--- src/rtl/glyph_row_streamer.sv ---
// Font ROM reader: fetches the 16 rows of one glyph and serializes them as a valid/ready pixel stream.
// Optional GLYPH_SCALE2_EN: pixel-doubled 32x32 output (each row fetched twice, each bit shown twice).
module glyph_row_streamer #(
  parameter int NUM_GLYPHS = 18,
  parameter int BLANK_CODE = 16,
  parameter int ROWS       = 16
) (
  input  logic        clk_in,
  input  logic        rst_n_in,
  input  logic [4:0]  char_code_in,
  input  logic        char_valid_in,
  output logic        char_ready_out,
  output logic [8:0]  rom_addr_out,
  input  logic [15:0] rom_data_in,
  output logic        pix_out,
  output logic        pix_valid_out,
  input  logic        pix_ready_in,
  output logic [4:0]  pix_x_out,
  output logic [4:0]  pix_y_out,
  output logic        pix_last_out,
  output logic        busy_out
);

  // state | meaning
  // IDLE  | waiting for a glyph code; rom_addr_out holds its last value
  // ADDR  | ROM samples rom_addr_out at the end of this cycle
  // LATCH | rom_data_in valid; loaded into the shift register
  // SHIFT | presenting pixels of the current row, MSB first
  typedef enum logic [1:0] {IDLE, ADDR, LATCH, SHIFT} state_t;

`ifdef GLYPH_SCALE2_EN
  localparam int SCALE_SH = 1;
`else
  localparam int SCALE_SH = 0;
`endif
  localparam int         OUT_DIM  = ROWS << SCALE_SH;
  localparam logic [4:0] LAST_IDX = 5'(OUT_DIM - 1);

  state_t      state, state_nxt;
  logic [4:0]  code_q;
  logic [4:0]  row;
  logic [4:0]  col;
  logic [15:0] shreg;
  logic [4:0]  eff_code;
  logic [4:0]  addr_code;
  logic [4:0]  addr_row;
  logic [8:0]  addr_nxt;
  logic        accept;
  logic        col_end;
  logic        row_end;
  logic        shift_en;

  assign eff_code = (32'(char_code_in) < NUM_GLYPHS) ? char_code_in : 5'(BLANK_CODE);
  assign accept   = (state == IDLE) && char_valid_in;
  assign col_end  = (col == LAST_IDX);
  assign row_end  = (row == LAST_IDX);

`ifdef GLYPH_SCALE2_EN
  // Each source bit is held for two transfers; advance after the odd column.
  assign shift_en  = col[0];
  assign pix_x_out = col;
  assign pix_y_out = row;
`else
  assign shift_en  = 1'b1;
  assign pix_x_out = {1'b0, col[3:0]};
  assign pix_y_out = {1'b0, row[3:0]};
`endif

  // Address for the accepted glyph's first row, or the following output row.
  always_comb begin
    addr_code = code_q;
    addr_row  = row + 5'd1;
    if (accept) begin
      addr_code = eff_code;
      addr_row  = 5'd0;
    end
    addr_nxt = 9'(addr_code) * 9'(ROWS) + 9'(addr_row >> SCALE_SH);
  end

  always_ff @(posedge clk_in or negedge rst_n_in) begin
    if (!rst_n_in) state <= IDLE;
    else           state <= state_nxt;
  end

  always_comb begin
    state_nxt = state;
    case (state)
      IDLE:  if (accept) state_nxt = ADDR;
      ADDR:  state_nxt = LATCH;
      LATCH: state_nxt = SHIFT;
      SHIFT: if (pix_ready_in && col_end) state_nxt = row_end ? IDLE : ADDR;
      default: state_nxt = IDLE;
    endcase
  end

  always_ff @(posedge clk_in or negedge rst_n_in) begin
    if (!rst_n_in) begin
      code_q       <= '0;
      row          <= '0;
      col          <= '0;
      shreg        <= '0;
      rom_addr_out <= '0;
    end else begin
      case (state)
        IDLE: if (accept) begin
          code_q       <= eff_code;
          row          <= '0;
          rom_addr_out <= addr_nxt;
        end
        LATCH: begin
          shreg <= rom_data_in;
          col   <= '0;
        end
        SHIFT: if (pix_ready_in) begin
          if (shift_en) shreg <= {shreg[14:0], 1'b0};
          col <= col_end ? 5'd0 : col + 5'd1;
          if (col_end) begin
            if (row_end) begin
              row <= '0;
            end else begin
              row          <= row + 5'd1;
              rom_addr_out <= addr_nxt;
            end
          end
        end
        default: ;
      endcase
    end
  end

  assign pix_valid_out  = (state == SHIFT);
  assign pix_out        = pix_valid_out & shreg[15];
  assign pix_last_out   = pix_valid_out && col_end && row_end;
  assign busy_out       = (state != IDLE);
  assign char_ready_out = (state == IDLE);

endmodule

--- config.mk ---
export PLATFORM = sky130hd
export DESIGN_NAME = glyph_row_streamer
export DESIGN_NICKNAME = d
export VERILOG_FILES = /design/src/rtl/glyph_row_streamer.sv
export SDC_FILE = /design/constraint.sdc
export NUM_CORES = 1
export LEC_CHECK = 0
export BUFFER_PORTS_ARGS = -buffer_cell sky130_fd_sc_hd__clkbuf_2
export CAP_MARGIN = 20
export CORE_ASPECT_RATIO = 0.8
export CORE_MARGIN = 1.5
export CORE_UTILIZATION = 61
export CTS_BUF_LIST = sky130_fd_sc_hd__clkbuf_8
export DETAILED_ROUTE_END_ITERATION = 10
export GPL_TIMING_DRIVEN = 0
export HOLD_SLACK_MARGIN = 0.02
export PLACE_DENSITY = 0.95
export SYNTH_ARGS = -nofsm -noshare
export SYNTH_HDL_FRONTEND = slang
export SYNTH_SLANG_ARGS = --single-unit
--- constraint.sdc ---
create_clock -name clk_in -period 3.9 [get_ports clk_in]
set_clock_uncertainty 0.1 [all_clocks]
set_input_delay 0.585 -clock clk_in [delete_from_list [all_inputs] [get_ports clk_in]]
set_output_delay 0.585 -clock clk_in [all_outputs]
set_load 0.02 [all_outputs]
Word-level counts from Yosys, hierarchy flattened --
Cells that the tools add are included.
Word-level totals: bits in latches 0, logic and storage cells 55, memory bits (read-only) 0, register bits 42, input bits 25, memories 0, bits in writable memories 0, output and inout port bits 24
Operators by class: magnitude comparators 1, div/mod/pow operators 0, reductions and logical operators 12, muxes and demuxes 22, bitwise gates (word level) 1, multiply operators 0, eq/ne operators 10, shift operators 0, add/subtract/negate cells 3
Operator list (count):
- 5-bit two-way mux | 9
- 9-bit two-way mux | 4
- 16-bit case mux with 2 select lines | 1
- 5-bit case mux with 2 select lines | 2
- 9-bit case mux with 2 select lines | 1
- 16-bit two-way mux | 1
- 5-bit by 1-bit adder with 5-bit output, second input constant | 2
- 5-bit by 4-bit equality test with 1-bit output, second input constant | 2
- 9-bit by 5-bit adder with 9-bit output | 1
- 2-bit by 1-bit != test with 1-bit output, second input constant | 4
- 2-bit case mux with 4 select lines | 1
- 2-bit nonzero test | 3
- 5-bit < comparator, second input constant | 1
- 5-bit AND reduction | 1
- 2-bit equality test, second input constant | 2
- 1-bit logical AND | 4
- 2-bit two-way mux | 2
- 2-bit AND reduction | 2
- 4-bit AND reduction | 1
- 2-bit by 1-bit equality test with 1-bit output, second input constant | 1
- 2-bit logical NOT | 1
- 2-bit != test, second input constant | 1
- 1-bit bitwise AND | 1
- 1-bit two-way mux | 1

Longest topological paths before layout --
Gate-level depths: netlist of the first run.
word-level depth 8, mapped depth 12, depth with buffers taken out 11

Worst setup path after synthesis of the first run --
Ideal clock, no wire load.
path type register to register, start register state[0], end register rom_addr_out[8], required time 3.724 ns, arrival 2.244 ns, clock period less this slack 2.420 ns, buffers on the path 1, library setup time 0.076 ns, cell stages (with the launch flop) 13, path slack 1.480 ns, cells stage by stage dfrtp_1 inv_1 ha_1 and2_1 buf_2 nand3_1 nand2_1 ha_1 ha_1 nand3_1 xor2_1 a22o_1 o21ai_1
Between the ends: longest elaborated chain between the ends 8, elaborated cells between the ends (all ways) 17, those cells by class add/sub (1); eq/ne (5); mux (7); reduce/logical (4)
Ends and longest elaborated chain:
- start, declared | line 39 | state_t state, state_nxt;
- start signal, assigned | line 82 | else state <= state_nxt;
- 2-bit logical NOT *
- net char_ready_out | line 12 | output logic char_ready_out,
- 1-bit logical AND * | line 54 | assign accept = (state == IDLE) && char_valid_in;
- 5-bit two-way mux *
- net addr_code[0] | line 45 | logic [4:0] addr_code;
- 9-bit by 5-bit adder with 9-bit output * | line 77 | addr_nxt = 9'(addr_code) * 9'(ROWS) + 9'(addr_row >> SCALE_SH);
- 9-bit two-way mux | line 118 | if (row_end) begin
- 9-bit two-way mux | line 117 | if (col_end) begin
- 9-bit two-way mux | line 114 | SHIFT: if (pix_ready_in) begin
- 9-bit case mux with 2 select lines * | line 104 | case (state)
- end signal, assigned | line 108 | rom_addr_out <= addr_nxt;
- end signal, assigned | line 122 | rom_addr_out <= addr_nxt;
- end, declared | line 13 | output logic [8:0] rom_addr_out,
The timed path passes the listed nets; every way through them passes the cells marked *. The select of a mux whose other input is x is not followed. A chain may end at the register's enable or synchronous reset.

Final worst setup path of the first run --
start register state[1], end output pix_out
Between the ends: longest elaborated chain between the ends 2
Ends and longest elaborated chain:
- 2-bit equality test | line 131 | assign pix_valid_out = (state == SHIFT);
- 1-bit bitwise AND | line 132 | assign pix_out = pix_valid_out & shreg[15];
- end, declared | line 15 | output logic pix_out,
No other way between the ends.

==> results of run 1 <==
-- registers in the layout, indices dropped and copies added (netlist names) --
name	flops
shreg	16
rom_addr_out	9
code_q	5
col	5
row	5
state	2
-- worst max path at each step --
stage / startpoint / endpoint / slack [ns] / depth (start not counted)
final: state[1] / pix_out / 1.27 / 6
after global routing: state[0] / rom_addr_out[8] / 1.10 / 12
after global placement: state[0] / rom_addr_out[8] / 1.40 / 12
after floorplan: state[0] / rom_addr_out[8] / 1.48 / 12
after CTS: state[1] / pix_out / 1.28 / 6
after detailed placement: state[0] / rom_addr_out[8] / 1.34 / 12
-- power groups by stage --
stage	Clock (µW)	Combinational (µW)	Sequential, µW
detailed placement	0	932	689
floorplan	0	670	694
CTS	256	937	682
finish	251	938	682
global route	273	1030	703
global placement	0	882	679
-- cells in the final DEF (no fill, tap or decap), types with 7 or more instances in the layout --
cell,netlist,layout
nand2_1,38,38
inv_1,10,12
ha_1,10,10
o21ai_0,22,22
buf_4,11,11
buf_2,7,7
clkbuf_2,0,46
dfrtp_1,42,42
mux2i_1,16,16
nand3_1,11,11
-- through the flow --
step / setup slack, ns / hold WS (ns) / area (µm²)
4_1_cts: 1.28 / 0.376 / 2710
2_1_floorplan: 1.48 / 0.189 / 2350
5_1_grt: 1.10 / 0.0523 / 2730
3_3_place_gp: 1.40 / 0.353 / 2630
3_5_place_dp: 1.34 / 0.358 / 2630
6_report: 1.27 / 0.0552 / 2730
-- kinds of logic (layout without fill, tap and decap cells) --
kind of cell / Yosys count / after routing / synth area share
AO/OA/AOI/OAI: 56 / 56 / 0.159
XOR/XNOR: 6 / 6 / 0.0224
adder cells (fa/ha/maj): 10 / 10 / 0.0534
buffers and inverters: 32 / 86 / 0.0796
flip-flops: 42 / 42 / 0.449
multiplexers: 21 / 21 / 0.0940
other: 1 / 2 / 0.00160
AND/OR/NAND/NOR: 70 / 70 / 0.142
-- layout make-up --
class,count,area (µm²),area share
Tap cell,42,52.6,0.0193
Inverter,11,42.5,0.0156
Buffer,21,144,0.0528
Clock inverter,2,7.51,0.00275
Clock buffer,5,68.8,0.0253
Sequential cell,42,1050,0.386
Timing Repair Buffer,47,250,0.0918
Multi-Input combinational cell,165,1110,0.407
-- per-layer routing --
metal  track usage  wire length, µm  share of wire
met1         0.328             2210           0.45
met2         0.439             2440           0.50
met3        0.0565              189          0.039
met4        0.0916               51          0.010
met5             0                0              0
==> flow_metrics.py, run 1 <==
metrics = {
    "die": {
        "ioPinCount": 49,
        "floorplan.die_area_um2": 4220,
        "die_h_um": 58.4,
        "placement_rows": 19,
        "dieWidth_um": 72.3,
        "initial_core_util": 0.661,
        "fp.coreArea_um2": 3540,
    },
    "logic_synthesis": {
        "yosysTopAreaCellShare": 0.449,
        "synth_instances": 238,
        "synth-main-ff-cell": "dfrtp_1",
        "cell_types_with_the_largest_area_share_after_synthesis": "dfrtp_1, mux2i_1, nand2_1",
        "synthDominantAreaCellType": "dfrtp_1",
        "post_synth.cell_area_avg_um2": 9.84,
        "ys_seq_elements": 42,
        "yosys-top-cells-count": "dfrtp_1, nand2_1, o21ai_0, mux2i_1",
        "area_of_the_mapped_netlist_um2": 2340,
        "ys.warnings.count": 0,
        "number_of_enable_flip_flop_cells_after_synthesis": 0,
        "ys_async_sr_fraction": 1.00,
        "synth_seq_area_share": 0.449,
        "yosys.cell_count.top_type": "dfrtp_1",
        "number_of_unique_standard_cell_types_used_by_synthesis": 44,
    },
    "critical_path": {
        "critical_path.slowest_cell": "dfrtp_1",
        "worstSetupStartpointType": "flip-flop",
        "r2r.worst_path.cells": 12,
        "worst_r2r_endpoint": "rom_addr_out[8]",
        "crit_type": "reg2out",
        "cp_common_cell": "buf_2",
        "cp_slowest_stage_delay_ns": 0.41,
        "cp_cell_sequence": "ha_1 -> buf_2 -> buf_2 -> buf_4 -> and2_1 -> clkbuf_2",
        "endpoint_kind": "output port",
        "timing.reg2reg.setup_slack_ns": 1.32,
        "required_time_of_the_critical_path_ns": 3.21,
        "cp_max_fanout": 10,
        "timing.critical_path.buf_inv": 4,
        "arrival_ns": 1.95,
        "worst_r2r_startpoint": "state[0]",
        "timing.critical_path.max_delay_family": "buffers and inverters",
    },
    "timing": {
        "rsz0062_at_grt": "false",
        "hold_viol": 0,
        "finalSetupViolCount": 0,
        "max_freq_ghz": 0.380,
        "tns_ns": 0,
        "timing_max_transition_violations_final": 0,
        "period_share": 0.675,
        "post-route-min-period_ns": 2.63,
    },
    "cells_and_area": {
        "fillers": 235,
        "num-nets-final": 328,
        "layoutNonFillerInstCount": 335,
        "finalCoreUtilization": 0.769,
        "fraction_of_layout_instances_using_a_drive_strength_above_1": 0.287,
        "num_antenna_cells": 0,
        "layout-area-overhead-vs-synth_pct": 16.3,
    },
    "pwr": {
        "max-vdd-ir-drop_uv": 427,
        "leakage_power_figure_uw": 0.00138,
        "power.switching_uw": 793,
        "power.clock.fraction": 0.134,
        "totalPowerFinal_uw": 1870,
        "power.density_cell_area_nw_per_um2": 686,
        "internal_power_uw": 1080,
        "p_comb_frac": 0.501,
        "power_switching_share": 0.424,
        "sequentialPowerShare": 0.365,
    },
    "hold_path": {
        "hold_path_class": "in2async",
    },
    "clocking": {
        "htree_levels": 2,
        "cts.clk_slew.worst_paths_ns": 0.07,
        "cts_root_buffer": "clkbuf_8",
        "post_cts_resize_count": 0,
        "cts_hold_repair.buffers": 0,
        "tritoncts": "built",
        "cts-root-to-sink-buffers": 2,
        "cts-buffers-inserted": 5,
        "worst_skew_pair.late_latency_ns": 0.29,
        "clock_sinks": 42,
        "postCtsSetupRepairBufs": 0,
    },
    "global_route": {
        "grt_util_all_layers": 0.258,
        "antenna_found_initial": 0,
        "number_of_global_route_vias_before_repair": 1820,
        "grt_max_degree": 43,
        "grt_overflow_total": 0,
        "grt_pass1_wl_um": 8270,
    },
    "placement": {
        "place_inst": 327,
        "port-buffer-count": 46,
        "gpl_congestion": 0.892,
        "place.detailed.hpwl_um": 3590,
    },
    "route": {
        "routed_via_density": 5.67,
        "vias": 1900,
        "drt_pre_antenna_iters": 4,
        "detail_route.iter0.violations": 153,
        "ant_nets": 0,
        "routed_wirelength_um": 4890,
        "drc_violation_count_after_routing": 0,
        "avgRoutedWirePerCell_um": 14.6,
    },
    "job": {
        "cap_viol_max_count": 0,
    },
    "status": {
        "run_status": "finished, final reports clean",
    },
}
(Power assumes the default switching activity.)
==> run 2, diff against run 1 <==
--- a/config.mk
+++ b/config.mk
@@ -5,16 +5,17 @@
 export SDC_FILE = /design/constraint.sdc
 export NUM_CORES = 1
 export LEC_CHECK = 0
+export ABC_AREA = 1
 export BUFFER_PORTS_ARGS = -buffer_cell sky130_fd_sc_hd__clkbuf_2
 export CAP_MARGIN = 20
 export CORE_ASPECT_RATIO = 0.8
 export CORE_MARGIN = 1.5
-export CORE_UTILIZATION = 61
+export CORE_UTILIZATION = 51
 export CTS_BUF_LIST = sky130_fd_sc_hd__clkbuf_8
 export DETAILED_ROUTE_END_ITERATION = 10
 export GPL_TIMING_DRIVEN = 0
 export HOLD_SLACK_MARGIN = 0.02
-export PLACE_DENSITY = 0.95
+export PLACE_DENSITY = 0.87
 export SYNTH_ARGS = -nofsm -noshare
 export SYNTH_HDL_FRONTEND = slang
 export SYNTH_SLANG_ARGS = --single-unit
==> constraint.sdc (replaced) <==
create_clock -name clk_in -period 2.2 [get_ports clk_in]
set_clock_uncertainty 0.1 [all_clocks]
set_input_delay 0.33 -clock clk_in [delete_from_list [all_inputs] [get_ports clk_in]]
set_output_delay 0.33 -clock clk_in [all_outputs]
set_load 0.02 [all_outputs]
==> run 2 against run 1 <==
Clock power up 140%. Final cell count up 19%. Critical path type unchanged. Sequential power up 85%. Power up 100%. Largest power group unchanged. Wire length down 4.7%. Synthesized cell count up 18%. First-iteration DRC count down 25%.
==> flow_metrics.py, run 2 <==
metrics = {
    "clocking": {
        "cts_root_buffer": "clkbuf_8",
        "htree_levels": 2,
        "cts-buffers-inserted": 5,
        "worst_skew_pair.late_latency_ns": 0.29,
        "cts.clk_slew.worst_paths_ns": 0.08,
        "cts-root-to-sink-buffers": 2,
        "tritoncts": "built",
        "clock_sinks": 42,
    },
    "timing": {
        "post-route-min-period_ns": 2.08,
        "hold_viol": 0,
        "timing_max_transition_violations_final": 0,
        "max_freq_ghz": 0.480,
        "post_route_setup_slack_ns": 0.117,
        "period_share": 0.947,
        "finalSetupViolCount": 0,
    },
    "cells_and_area": {
        "largest_register": "shreg",
        "fraction_of_layout_instances_using_a_drive_strength_above_1": 0.277,
        "multi_input_area_um2": 1030,
        "mostFrequentLayoutCell": "nand2_1",
        "most-common-layout-cells": "nand2_1, clkbuf_2, dfrtp_1, nor2_1, buf_4",
        "finalCoreUtilization": 0.662,
        "num_antenna_cells": 0,
        "number_of_flip_flops_in_the_largest_register": 16,
        "fillers": 354,
        "num-nets-final": 377,
        "biggestRegsByFlops": "shreg (16), rom_addr_out (9)",
        "layout-area-overhead-vs-synth_pct": 23.8,
        "register_area_um2": 1050,
    },
    "global_route": {
        "grt_util_all_layers": 0.212,
        "grt_pass1_wl_um": 8080,
        "antenna_found_initial": 0,
        "number_of_global_route_vias_before_repair": 1904,
        "grt_max_degree": 43,
        "grt_overflow_total": 0,
    },
    "pwr": {
        "power_switching_share": 0.437,
        "p_comb_frac": 0.517,
        "power.density_cell_area_nw_per_um2": 1380,
        "power.switching_uw": 1680,
        "max-vdd-ir-drop_uv": 820,
        "totalPowerFinal_uw": 3830,
        "leakage_power_figure_uw": 0.00148,
        "sequentialPowerShare": 0.328,
        "internal_power_uw": 2160,
        "power.clock.fraction": 0.155,
    },
    "route": {
        "routed_wirelength_um": 4670,
        "drc_violation_count_after_routing": 0,
        "drt_pre_antenna_iters": 4,
        "vias": 1991,
        "avgRoutedWirePerCell_um": 11.7,
        "routed_via_density": 4.98,
        "ant_nets": 0,
        "detail_route.iter0.violations": 114,
    },
    "hold_path": {
        "hold_path_class": "in2reg",
        "min_delay_path_depth": 3,
    },
    "status": {
        "run_status": "finished, final reports clean",
    },
    "die": {
        "die_h_um": 62.4,
        "initial_core_util": 0.534,
        "placement_rows": 21,
        "dieWidth_um": 77.2,
        "ioPinCount": 49,
        "fp.coreArea_um2": 4200,
        "floorplan.die_area_um2": 4810,
    },
    "placement": {
        "gpl_congestion": 0.780,
        "port-buffer-count": 46,
        "place.detailed.hpwl_um": 3360,
        "dp_slack_ns": -0.209,
    },
    "critical_path": {
        "arrival_ns": 1.65,
        "cp_cell_sequence": "buf_4 -> ha_1 -> buf_4 -> clkbuf_4 -> nand2_1 -> inv_1 -> clkbuf_2",
        "cp_max_fanout": 10,
        "r2r.worst_path.cells": 12,
        "endpoint_kind": "output port",
        "cp_slowest_stage_delay_ns": 0.42,
        "cp_common_cell": "buf_4",
        "worstSetupStartpointType": "flip-flop",
        "crit_type": "reg2out",
        "critical_path.slowest_cell": "dfrtp_1",
        "required_time_of_the_critical_path_ns": 1.77,
    },
    "logic_synthesis": {
        "synthDominantAreaCellType": "dfrtp_1",
        "synth-main-ff-cell": "dfrtp_1",
        "ys_async_sr_fraction": 1.00,
        "ys.warnings.count": 0,
        "ys_seq_elements": 42,
        "post_synth.cell_area_avg_um2": 8.02,
        "yosysTopAreaCellShare": 0.468,
        "synth_instances": 280,
        "synth_seq_area_share": 0.468,
        "yosys.cell_count.top_type": "nand2_1",
        "number_of_unique_standard_cell_types_used_by_synthesis": 28,
        "cell_types_with_the_largest_area_share_after_synthesis": "dfrtp_1, nand2_1, ha_1",
        "number_of_enable_flip_flop_cells_after_synthesis": 0,
        "yosys-top-cells-count": "nand2_1, dfrtp_1, nor2_1, inv_1, nand3_1",
        "area_of_the_mapped_netlist_um2": 2250,
    },
    "job": {
        "cap_viol_max_count": 0,
    },
}
[run 2: worst max-delay path, delay by kind of cell (launching register included)]
kind,cells,cell delay [ns]
AND/OR/NAND/NOR,1,0.07
adder cells (fa/ha/maj),1,0.20
buffers and inverters,5,0.67
flip-flops,1,0.42
[run 2: logic make-up after synthesis]
kind of cell | after synthesis | share of synthesized area
fa+ha+maj | 10 | 0.0557
compound gates | 31 | 0.0847
flops | 42 | 0.468
mux | 1 | 0.00446
other cells | 1 | 0.00167
buf+inv | 40 | 0.0941
simple gates | 152 | 0.280
xor+xnor | 3 | 0.0117
[run 2: area by class of cell]
cell class	instances	share of cell area
flip-flops and latches	42	0.378
multi-input cells	199	0.369
repair buffers	54	0.110
plain buffers	18	0.0468
inverters	22	0.0315
well taps	57	0.0256
clock buffers	5	0.0247
clock inverters	3	0.0144
[run 2: repair_timing]
| item | in CTS | in global routing |
|---|---|---|
| gates resized for setup | 5 | 11 |
| hold endpoints to repair | 0 | 11 |
| hold buffers | 0 | 1 |
| pin swaps | 0 | 3 |
| buffers inserted | 1 | 5 |
| endpoints found under the setup margin | 3 | 4 |
[run 2: power by group through the flow]
stage | clock network (µW) | logic, µW | registers (µW)
final | 594 | 1980 | 1260
after global routing | 637 | 2240 | 1290
after CTS | 608 | 1860 | 1250
after detailed placement | 0 | 1820 | 1270
after global placement | 0 | 1760 | 1260
after floorplan | 0 | 1330 | 1300
[run 2: metrics by stage]
step / hold WS [ns] / setup TNS [ns] / instances / area (µm²)
final: 0.168 / 0 / 400 / 2780
after detailed placement: 0.365 / -0.352 / 384 / 2550
after global routing: 0.169 / -0.00257 / 400 / 2780
after CTS: 0.120 / 0 / 393 / 2680
after global placement: 0.357 / -0.166 / 384 / 2550
after floorplan: -0.0656 / 0 / 281 / 2250
[run 2: final timing paths]
kind | start | to | slack [ns]
worst min-delay path | rom_data_in[10] | shreg[10] | 0.17
worst min register to register | rom_addr_out[6] | rom_addr_out[6] | 0.38
max in group asynchronous | rst_n_in | shreg[7] | 1.15
min in group asynchronous | rst_n_in | shreg[1] | 0.38
worst max register to register | row[0] | rom_addr_out[8] | 0.16
worst max-delay path | state[1] | pix_out | 0.12
[run 2: layer usage]
layer  GRT usage  vias to the layer above  part of all wire
met4      0.0955                        0             0.017
met5           0                        -                 0
li1            -                     1009                 -
met2       0.342                       45              0.48
met1       0.276                      930              0.46
met3      0.0412                        7             0.041
==> run 3, diff against run 2 <==
--- a/config.mk
+++ b/config.mk
@@ -11,11 +11,12 @@
 export CORE_ASPECT_RATIO = 0.8
 export CORE_MARGIN = 1.5
 export CORE_UTILIZATION = 51
-export CTS_BUF_LIST = sky130_fd_sc_hd__clkbuf_8
+export CTS_BUF_LIST = sky130_fd_sc_hd__clkbuf_4
 export DETAILED_ROUTE_END_ITERATION = 10
 export GPL_TIMING_DRIVEN = 0
 export HOLD_SLACK_MARGIN = 0.02
 export PLACE_DENSITY = 0.87
+export SETUP_SLACK_MARGIN = 0.4
 export SYNTH_ARGS = -nofsm -noshare
 export SYNTH_HDL_FRONTEND = slang
 export SYNTH_SLANG_ARGS = --single-unit
==> run 3 against run 2 <==
Sequential cell count did not move. Global-route usage rose by 3.6 points. Register-to-register slack improved by 0.03 ns. Critical endpoint is now rom_addr_out[8]. Highest routed layer unchanged. Largest power group unchanged.
==> flow_metrics.py, run 3 (synthesized netlist as in run 2, its figures left out) <==
metrics = {
    "critical_path": {
        "critical_path.slowest_cell": "dfrtp_1",
        "worstSetupStartpointType": "flip-flop",
        "r2r.worst_path.cells": 14,
        "arrival_ns": 2.18,
        "endpoint_kind": "flip-flop",
        "timing.reg2reg.setup_slack_ns": 0.19,
        "cp_common_cell": "nand2_1",
        "worst_r2r_startpoint": "state[1]",
        "crit_type": "reg2reg",
        "cp_cell_sequence": "inv_2 -> ha_4 -> nand2_8 -> inv_6 -> buf_4 -> nand2_1 -> nand2_1 -> inv_1 -> ha_4 -> inv_2 -> nor2_4 -> nand3_2 -> nand3_2 -> nand2_1",
        "timing.critical_path.buf_inv": 5,
        "timing.critical_path.max_delay_family": "simple AND/OR/NAND/NOR gates",
        "crit_start": "state[1]",
        "cp_slowest_stage_delay_ns": 0.43,
        "cp_max_fanout": 4,
        "required_time_of_the_critical_path_ns": 2.37,
        "worst_r2r_endpoint": "rom_addr_out[8]",
        "cp-endpoint": "rom_addr_out[8]",
        "worst-path-stages": 14,
    },
    "pwr": {
        "power.density_cell_area_nw_per_um2": 1430,
        "power_switching_share": 0.469,
        "max-vdd-ir-drop_uv": 671,
        "internal_power_uw": 2450,
        "power.clock.fraction": 0.076,
        "leakage_power_figure_uw": 0.00167,
        "sequentialPowerShare": 0.277,
        "power.switching_uw": 2170,
        "p_comb_frac": 0.646,
    },
    "global_route": {
        "grt_pass1_wl_um": 9370,
        "number_of_global_route_vias_before_repair": 2046,
        "grt_util_all_layers": 0.248,
        "grt_overflow_total": 0,
        "antenna_found_initial": 0,
        "grt_max_degree": 43,
    },
    "job": {
        "cap_viol_max_count": 0,
    },
    "die": {
        "fp.coreArea_um2": 4200,
        "die_h_um": 62.4,
        "dieWidth_um": 77.2,
        "floorplan.die_area_um2": 4810,
        "placement_rows": 21,
        "ioPinCount": 49,
        "initial_core_util": 0.534,
    },
    "cells_and_area": {
        "stdcell_area_um2": 3220,
        "fraction_of_layout_instances_using_a_drive_strength_above_1": 0.392,
        "number_of_flip_flops_in_the_largest_register": 16,
        "layout-area-overhead-vs-synth_pct": 43.3,
        "mostFrequentLayoutCell": "nand2_1",
        "most-common-layout-cells": "nand2_1, buf_4, dfrtp_1, clkbuf_2, nor2_1",
        "finalCoreUtilization": 0.766,
        "num_antenna_cells": 0,
        "num-nets-final": 411,
        "fillers": 258,
        "largest_register": "shreg",
        "biggestRegsByFlops": "shreg (16), rom_addr_out (9)",
    },
    "timing": {
        "max_freq_ghz": 0.497,
        "worst_max_slew_margin_expressed_relative_to_the_limit": 0.657,
        "period_share": 0.915,
        "timing_max_transition_violations_final": 0,
        "finalSetupViolCount": 0,
        "worst_max_slew_pin_slew_ns": 0.515,
        "tns_ns": 0,
        "post-route-min-period_ns": 2.01,
        "hold_viol": 0,
        "rsz0062_at_grt": "true",
    },
    "clocking": {
        "cts_root_buffer": "clkbuf_4",
        "clock_sinks": 42,
        "worst_skew_pair.late_latency_ns": 0.37,
        "cts.clk_slew.worst_paths_ns": 0.12,
        "htree_levels": 2,
        "tritoncts": "built",
        "cts-root-to-sink-buffers": 2,
        "cts-buffers-inserted": 5,
    },
    "placement": {
        "place.detailed.hpwl_um": 3410,
        "port-buffer-count": 46,
        "gpl_congestion": 0.838,
        "detailed_place.area_um2": 2590,
    },
    "route": {
        "avgRoutedWirePerCell_um": 17.7,
        "routed_via_density": 5.69,
        "detail_route.iter0.violations": 317,
        "vias": 2456,
        "drt_pre_antenna_iters": 7,
        "drc_violation_count_after_routing": 0,
        "ant_nets": 0,
        "routed_wirelength_um": 7650,
    },
    "status": {
        "run_status": "finished, final reports clean",
    },
    "hold_path": {
        "hold_path_class": "in2reg",
    },
}
[run 3: changes by cell type in the layout (fill, tap and decap cells not counted), moves of 5 or more]
cell	change
buf_4	+26
nand2_1	-5
clkbuf_8	-5
nor2_4	+5
buf_6	+7
[run 3: worst min-delay path by stage]
stage                          from         endpoint  slack (ns)  cells after the start
detailed placement  rom_addr_out[6]  rom_addr_out[6]        0.36                      2
CTS                        rst_n_in         state[1]        0.08                      1
global route        rom_data_in[11]        shreg[11]        0.10                      3
global placement    rom_addr_out[3]  rom_addr_out[3]        0.36                      2
finish               rom_data_in[7]         shreg[7]        0.09                      3
floorplan                  rst_n_in        code_q[0]       -0.07                      0
[run 3: what timing repair did]
action	in CTS	in global routing
hold endpoints to repair	0	16
gates resized for setup	26	38
gates cloned	1	3
hold buffers	0	1
setup endpoints to repair	25	36
buffers inserted	16	20
pin swaps	19	10
[run 3: power by group through the flow]
stage / combinational, µW / sequential [µW] / clock (µW)
after global placement: 1810 / 1260 / 0
after global routing: 3160 / 1300 / 388
after detailed placement: 1860 / 1270 / 0
after CTS: 2190 / 1240 / 344
final: 2980 / 1280 / 351
after floorplan: 1370 / 1300 / 0
[run 3: stage by stage]
stage | hold WS [ns] | worst slack, ns | std cells | total power (µW)
after global placement | 0.356 | 0.153 | 384 | 3060
after global routing | 0.100 | 0.0996 | 432 | 4850
after detailed placement | 0.359 | 0.0340 | 384 | 3130
final | 0.0872 | 0.187 | 432 | 4620
after floorplan | -0.0656 | 0.286 | 281 | 2670
after CTS | 0.0759 | 0.249 | 407 | 3770
[run 3: area by class of cell]
cell class,instances,area [µm²],share of cell area
buffer,18,165,0.0513
clock buffer,5,37.5,0.0117
clock inverter,1,3.75,0.00117
inverter,22,95.1,0.0295
multi-input combinational,201,1180,0.365
sequential,42,1050,0.326
tap,57,71.3,0.0222
timing repair buffer,86,619,0.192
[run 3: per-layer routing]
metal  up-vias  global-route usage  wire length [µm]  part of all wire
met1      1141               0.323              3040              0.40
met4         0              0.0818               326             0.043
met3        41              0.0441               700             0.091
met2       191               0.419              3580              0.47
met5         -                   0                 0                 0
li1       1083                   -                 -                 -
[run 3: worst min-delay path: cells and delay by family]
family                 cells  cell delay (ns)
buffers and inverters      1             0.08
AND/OR/NAND/NOR            1             0.05
AO/OA/AOI/OAI              1             0.07
